--- src/rtl/reg_file_pkg.sv ---
// Shared types, default parameters and sizing helper for the reg_file_param register file.
package reg_file_pkg;

   typedef enum logic {
      IDLE  = 1'b0,
      CLEAR = 1'b1
   } state_e;

   localparam int DW_DEF        = 8;
   localparam int AW_DEF        = 2;
   localparam int RESET_VAL_DEF = 'h01;

   // Number of entries addressed by an AW-bit address.
   function automatic int depth(input int aw);
      return 1 << aw;
   endfunction

endpackage : reg_file_pkg

--- src/rtl/reg_clear_seq.sv ---
// Clear sequencer: walks a pointer over every entry, one per cycle, and asks the
// register file to reload it with its reset value.
module reg_clear_seq
   import reg_file_pkg::*;
#(
   parameter int AW = AW_DEF
) (
   input  logic          clk,
   input  logic          rst_n,
   input  logic          clr,
   output logic          busy,
   output logic          clr_we,
   output logic [AW-1:0] clr_addr
);

   localparam int            N    = depth(AW);
   localparam logic [AW-1:0] LAST = AW'(N - 1);

   state_e        state_q;
   logic [AW-1:0] ptr_q;
   logic          busy_q;

   // NOTE: every register below uses non-blocking assignment so all of them
   // update together from the values sampled at the same clock edge.
   always_ff @(posedge clk or negedge rst_n) begin
      if (!rst_n) begin
         state_q <= IDLE;
         ptr_q   <= '0;
         busy_q  <= 1'b0;
      end else begin
         case (state_q)
            IDLE: begin
               // Entry 0 is cleared on the start edge itself, so the walk resumes at 1.
               if (clr) begin
                  state_q <= CLEAR;
                  ptr_q   <= AW'(1);
                  busy_q  <= 1'b1;
               end
            end
            CLEAR: begin
               if (ptr_q == LAST) begin
                  state_q <= IDLE;
                  ptr_q   <= '0;
                  busy_q  <= 1'b0;
               end else begin
                  ptr_q <= ptr_q + AW'(1);
               end
            end
            default: begin
               state_q <= IDLE;
               ptr_q   <= '0;
               busy_q  <= 1'b0;
            end
         endcase
      end
   end

   // The start edge must already clear entry 0, hence the IDLE && clr term.
   assign clr_we   = (state_q == CLEAR) || ((state_q == IDLE) && clr);
   assign clr_addr = ptr_q;
   assign busy     = busy_q;

endmodule : reg_clear_seq

--- src/rtl/reg_file_param.sv ---
// Parametrised register file: two combinational read ports, one write port, dirty
// tracking and a hardware clear sweep. Optional forwarding via `REG_BYPASS_EN.
module reg_file_param
   import reg_file_pkg::*;
#(
   parameter int            DW        = DW_DEF,
   parameter int            AW        = AW_DEF,
   parameter logic [DW-1:0] RESET_VAL = DW'(RESET_VAL_DEF)
) (
   input  logic                  clk,
   input  logic                  rst_n,
   input  logic                  we,
   input  logic [AW-1:0]         waddr,
   input  logic [DW-1:0]         wdata,
   input  logic [AW-1:0]         sr,
   input  logic [AW-1:0]         dr,
   input  logic                  clr,
   output logic [DW-1:0]         s,
   output logic [DW-1:0]         d,
   output logic                  busy,
   output logic [depth(AW)-1:0]  dirty
);

   localparam int N = depth(AW);

   logic [DW-1:0] regs_q [N];
   logic [DW-1:0] regs_d [N];
   logic [N-1:0]  dirty_q;
   logic [N-1:0]  dirty_d;

   logic          clr_we;
   logic [AW-1:0] clr_addr;
   logic          user_we;

   reg_clear_seq #(
      .AW (AW)
   ) u_clear_seq (
      .clk      (clk),
      .rst_n    (rst_n),
      .clr      (clr),
      .busy     (busy),
      .clr_we   (clr_we),
      .clr_addr (clr_addr)
   );

   // A user write is accepted only in IDLE with no clear request pending.
   assign user_we = we && !busy && !clr;

   // NOTE: combinational next-state starts from a full default copy so no path
   // leaves a target unassigned and no latch is inferred.
   always_comb begin
      regs_d  = regs_q;
      dirty_d = dirty_q;
      if (clr_we) begin
         regs_d[clr_addr]  = RESET_VAL;
         dirty_d[clr_addr] = 1'b0;
      end else if (user_we) begin
         regs_d[waddr]  = wdata;
         dirty_d[waddr] = 1'b1;
      end
   end

   // NOTE: the storage is a small flop array, not a RAM macro, so every entry
   // takes the asynchronous reset value directly.
   always_ff @(posedge clk or negedge rst_n) begin
      if (!rst_n) begin
         for (int k = 0; k < N; k++) begin
            regs_q[k] <= RESET_VAL;
         end
         dirty_q <= '0;
      end else begin
         regs_q  <= regs_d;
         dirty_q <= dirty_d;
      end
   end

`ifdef REG_BYPASS_EN
   always_comb begin
      s = (user_we && (waddr == sr)) ? wdata : regs_q[sr];
      d = (user_we && (waddr == dr)) ? wdata : regs_q[dr];
   end
`else
   always_comb begin
      s = regs_q[sr];
      d = regs_q[dr];
   end
`endif

   assign dirty = dirty_q;

endmodule : reg_file_param

--- config.mk ---
export PLATFORM = sky130hd
export DESIGN_NAME = reg_file_param
export DESIGN_NICKNAME = d
export VERILOG_FILES = /design/src/rtl/reg_file_pkg.sv /design/src/rtl/reg_clear_seq.sv /design/src/rtl/reg_file_param.sv
export SDC_FILE = /design/constraint.sdc
export NUM_CORES = 1
export LEC_CHECK = 0
export ABC_AREA = 1
export BUFFER_PORTS_ARGS = -buffer_cell sky130_fd_sc_hd__buf_2
export CORE_UTILIZATION = 60
export DETAILED_ROUTE_END_ITERATION = 8
export GPL_TIMING_DRIVEN = 0
export PLACE_DENSITY = 0.84
export REMOVE_ABC_BUFFERS = 1
export SYNTH_ARGS = -nofsm -noshare
export SYNTH_HDL_FRONTEND = slang
export SYNTH_SLANG_ARGS = --single-unit
--- constraint.sdc ---
create_clock -name clk -period 2.65 [get_ports clk]
set_clock_uncertainty 0.05 [all_clocks]
set_input_delay 0.53 -clock clk [delete_from_list [all_inputs] [get_ports clk]]
set_output_delay 0.53 -clock clk [all_outputs]
set_load 0.02 [all_outputs]
==> report_table.html <==
<table>
<tr><th>Metric</th><th>Value</th></tr>
<tr><th colspan="2">Outcome</th></tr>
<tr><td>Status</td><td>finished clean</td></tr>
<tr><th colspan="2">Critical path</th></tr>
<tr><td>Worst Path Class, Setup</td><td>primary input to output pin</td></tr>
<tr><td>Worst R2R Path Depth</td><td>5</td></tr>
<tr><td>CP Capture Type</td><td>output pin</td></tr>
<tr><td>Arr. time, crit path</td><td>roughly 1.7 ns</td></tr>
<tr><td>Largest fanout on the critical path</td><td>22</td></tr>
<tr><td>CP max stage delay</td><td>roughly 0.41 ns</td></tr>
<tr><td>Launch instance of the worst register-to-register path</td><td>u_clear_seq.state_q$_DFF_PN0_</td></tr>
<tr><td>Critical Path RT</td><td>about 2.1 ns</td></tr>
<tr><td>Critical-path top delay cell</td><td>sky130_fd_sc_hd__inv_1</td></tr>
<tr><td>Worst reg2reg setup slack</td><td>0.93 ns</td></tr>
<tr><td>Cells along the critical path</td><td>buf_2 -&gt; inv_1 -&gt; o21ai_0 -&gt; o21ai_0 -&gt; buf_2</td></tr>
<tr><td>Critical path startpoint category</td><td>primary input</td></tr>
<tr><td>Crit Reg-Reg Endpoint</td><td>regs_q[4]$_DFFE_PN0P_</td></tr>
<tr><th colspan="2">Logic synthesis</th></tr>
<tr><td>Number of distinct standard cells referenced by the synthesized netlist</td><td>17</td></tr>
<tr><td>Fraction of post-synthesis cell area in the top cell type by area</td><td>0.384</td></tr>
<tr><td>Synth warn</td><td>0</td></tr>
<tr><td>Number of synthesized flops with an enable pin</td><td>0</td></tr>
<tr><td>Sequential-to-total area share from yosys stat</td><td>0.429</td></tr>
<tr><td>Async SR Flop Fraction</td><td>1.00</td></tr>
<tr><td>Netlist area before placement</td><td>between 0.002 and 0.0025 sq mm</td></tr>
<tr><td>Area contributors post-synth</td><td>sky130_fd_sc_hd__dfrtp_1 (38%), sky130_fd_sc_hd__nand2_1 (15%), sky130_fd_sc_hd__o21ai_0 (11%), sky130_fd_sc_hd__nand3_1 (7.0%), sky130_fd_sc_hd__dfstp_2 (4.5%)</td></tr>
<tr><td>Commonest cells post-synth</td><td>sky130_fd_sc_hd__nand2_1 (93), sky130_fd_sc_hd__o21ai_0 (53), sky130_fd_sc_hd__dfrtp_1 (36)</td></tr>
<tr><td>Flip-flop and latch count after synthesis</td><td>40</td></tr>
<tr><td>Cells after Synth</td><td>about 310</td></tr>
<tr><td>Synth area leader</td><td>sky130_fd_sc_hd__dfrtp_1</td></tr>
<tr><td>Top flip-flop cell by instance count after synthesis</td><td>sky130_fd_sc_hd__dfrtp_1</td></tr>
<tr><td>Avg Inst Size Synth</td><td>7.49 sq um</td></tr>
<tr><td>Leading cell type by number of instances after synthesis</td><td>sky130_fd_sc_hd__nand2_1</td></tr>
<tr><th colspan="2">Floorplan</th></tr>
<tr><td>Horiz. Die Dim</td><td>~65 microns</td></tr>
<tr><td>Site Rows</td><td>22</td></tr>
<tr><td>Effective utilization at floorplan</td><td>0.631</td></tr>
<tr><td>Number of top-level design ports</td><td>39</td></tr>
<tr><td>Core region area</td><td>roughly 0.0037 sq mm</td></tr>
<tr><td>Vertical die dimension</td><td>between 60 and 70 microns</td></tr>
<tr><td>Area of the die</td><td>~0.0042 sq mm</td></tr>
<tr><th colspan="2">Route</th></tr>
<tr><td>First-pass detailed-route iteration total</td><td>5</td></tr>
<tr><td>Remaining number of nets flagged by the antenna check after routing</td><td>0</td></tr>
<tr><td>Number of DRC violations after detailed routing</td><td>0</td></tr>
<tr><td>Via density per instance</td><td>between 5 and 6</td></tr>
<tr><td>Count of routing violations after the opening detailed-route iteration</td><td>slightly above 300</td></tr>
<tr><td>Vias after detailed routing</td><td>between 2k and 2.5k</td></tr>
<tr><td>WL per Instance</td><td>15.1 microns</td></tr>
<tr><td>Final Routed Wirelength</td><td>roughly 6 mm</td></tr>
<tr><th colspan="2">Pwr</th></tr>
<tr><td>Leakage power of the design</td><td>0.00141 uW</td></tr>
<tr><td>Maximum VDD drop</td><td>between 0.5 and 0.6 mV</td></tr>
<tr><td>Power density relative to cell area</td><td>roughly 800 mW/mm^2</td></tr>
<tr><th colspan="2">Clock network</th></tr>
<tr><td>Number of gates resized after cts</td><td>0</td></tr>
<tr><td>Number of buffers inserted during clock tree synthesis</td><td>5</td></tr>
<tr><td>Clock root cell</td><td>sky130_fd_sc_hd__clkbuf_8</td></tr>
<tr><td>Clock sink count</td><td>40</td></tr>
<tr><td>CTS H-tree lvls</td><td>2</td></tr>
<tr><td>Count of buffers added by post-CTS timing repair for setup</td><td>0</td></tr>
<tr><td>Maximum clock path buffer count</td><td>2</td></tr>
<tr><td>Clock tree from TritonCTS</td><td>built</td></tr>
<tr><td>Post-cts hold buffer count</td><td>0</td></tr>
<tr><td>Later-pin clock latency in the skew report</td><td>about 0.30 ns</td></tr>
<tr><td>Clock slew at the register clock pins of the worst setup and hold paths</td><td>about 0.08 ns</td></tr>
<tr><th colspan="2">STA</th></tr>
<tr><td>Tmin final</td><td>approximately 2.3 ns</td></tr>
<tr><td>Final setup violation count</td><td>0</td></tr>
<tr><td>Final hold violation count</td><td>0</td></tr>
<tr><td>Fin. max-slew vios</td><td>0</td></tr>
<tr><td>Maximum clock frequency</td><td>roughly 430 MHz</td></tr>
<tr><td>Worst slew margin relative to its limit</td><td>0.403</td></tr>
<tr><td>Transition time at the pin with the least slew margin</td><td>slightly below 0.9 ns</td></tr>
<tr><td>RSZ-0062 raised after global routing</td><td>no</td></tr>
<tr><td>Worst hold slack after final layout</td><td>approximately 0.3 ns</td></tr>
<tr><td>Final worst path period share</td><td>0.868</td></tr>
<tr><td>Sum Neg Setup Slack</td><td>0 ns</td></tr>
<tr><th colspan="2">Global routing</th></tr>
<tr><td>Total global-route track usage</td><td>0.319</td></tr>
<tr><td>Maximum number of pins on one net before global-route repair</td><td>41</td></tr>
<tr><td>Via count of the first global-routing pass</td><td>~2.1k</td></tr>
<tr><td>Initial antenna violation count</td><td>0</td></tr>
<tr><td>Total overflow reported by the global router</td><td>0</td></tr>
<tr><td>First-pass GRT wire length</td><td>about 10 mm</td></tr>
<tr><th colspan="2">Final layout</th></tr>
<tr><td>Ant diodes</td><td>0</td></tr>
<tr><td>Share of post-route cells with drive strength above 1</td><td>0.192</td></tr>
<tr><td>Filler cells</td><td>~300</td></tr>
<tr><td>Area growth from synthesis to final layout</td><td>12.4%</td></tr>
<tr><td>Final nets</td><td>371</td></tr>
<tr><td>Design area</td><td>roughly 0.0026 sq mm</td></tr>
<tr><th colspan="2">Place</th></tr>
<tr><td>GPL Wtd Cong</td><td>between 0.8 and 0.9</td></tr>
<tr><td># port buffers</td><td>38</td></tr>
<tr><td>Final HPWL from detailed placement</td><td>roughly 4.2 mm</td></tr>
<tr><td>Standard cell area after detailed placement</td><td>0.00254 sq mm</td></tr>
<tr><th colspan="2">Worst hold path</th></tr>
<tr><td>Type of the worst min-delay path</td><td>primary input to async pin</td></tr>
<tr><th colspan="2">Job</th></tr>
<tr><td>Max-capacitance violation count</td><td>0</td></tr>
</table>
## registers in the layout, indices dropped and copies added (netlist names)
signal,flops
regs_q,32
dirty,4
u_clear_seq.clr_addr,2
u_clear_seq.busy,1
u_clear_seq.state_q,1
## layout by cell type, fill, tap and decap left out
cell / netlist / final
sky130_fd_sc_hd__nand3_1: 33 / 33
sky130_fd_sc_hd__o21ai_0: 53 / 53
sky130_fd_sc_hd__a21oi_1: 15 / 15
sky130_fd_sc_hd__clkinv_2: 2 / 4
sky130_fd_sc_hd__nand2_1: 93 / 93
sky130_fd_sc_hd__nand2_4: 4 / 4
sky130_fd_sc_hd__nor2_1: 24 / 24
sky130_fd_sc_hd__dfstp_2: 4 / 4
sky130_fd_sc_hd__buf_2: 0 / 38
sky130_fd_sc_hd__inv_1: 19 / 19
sky130_fd_sc_hd__ha_1: 5 / 5
sky130_fd_sc_hd__o22ai_1: 4 / 4
sky130_fd_sc_hd__inv_2: 2 / 2
sky130_fd_sc_hd__dfrtp_1: 36 / 36
sky130_fd_sc_hd__clkbuf_8: 0 / 6
sky130_fd_sc_hd__nor2_4: 6 / 6
sky130_fd_sc_hd__nand3_4: 3 / 3
## layout make-up
class / instances / area, sq um / area share
flip-flops and latches: 40 / 1010 / 0.382
inverters: 23 / 88.8 / 0.0337
repair buffers: 38 / 190 / 0.0722
multi-input cells: 240 / 1200 / 0.454
clock inverters: 2 / 10.0 / 0.00380
clock buffers: 6 / 82.6 / 0.0313
well taps: 48 / 60.1 / 0.0228
## worst max path at each step
stage,start,endpoint,depth (start not counted)
after floorplan,dr[0],d[1],3
after global placement,dr[0],d[7],5
after detailed placement,sr[0],s[6],5
after CTS,sr[0],s[6],5
after global routing,dr[0],d[4],5
final,sr[0],s[6],5
## worst max-delay path: cells and delay by family
kind / cells / cell delay, ns
AOI/OAI and AO/OA: 2 / 0.39
buffers and inverters: 3 / 0.80
## through the flow
| step | setup slack (ns) | util | total power, uW | cells |
|---|---|---|---|---|
| global route | 0.246 | 0.709 | 2250 | 397 |
| finish | 0.349 | 0.709 | 2110 | 397 |
| CTS | 0.377 | 0.709 | 2100 | 397 |
| detailed placement | 0.377 | 0.684 | 1680 | 389 |
| global placement | 0.395 | 0.684 | 1640 | 389 |
| floorplan | 0.660 | - | 1430 | 303 |
## cell families (layout without fill, tap and decap cells)
family	count (synthesis)	after routing	share of synthesized area
flip-flops	40	40	0.429
buffers and inverters	33	69	0.0603
adder cells (fa/ha/maj)	5	5	0.0267
AO/OA/AOI/OAI	72	72	0.156
AND/OR/NAND/NOR	163	163	0.328
## metal layers
layer,wire length [microns],up-vias,track usage
li1,-,1097,-
met1,2640,1043,0.416
met2,2880,84,0.517
met3,361,16,0.0669
met4,117,0,0.131
met5,0,-,0
## report_power, final
group / leakage (uW) / total, uW / switching, uW / internal, uW
Sequential: 0.000531 / 906 / 135 / 772
Combinational: 0.000828 / 778 / 528 / 250
Clock: 0.0000510 / 423 / 215 / 208
Total: 0.00141 / 2110 / 878 / 1230
(Power assumes the default switching activity.)
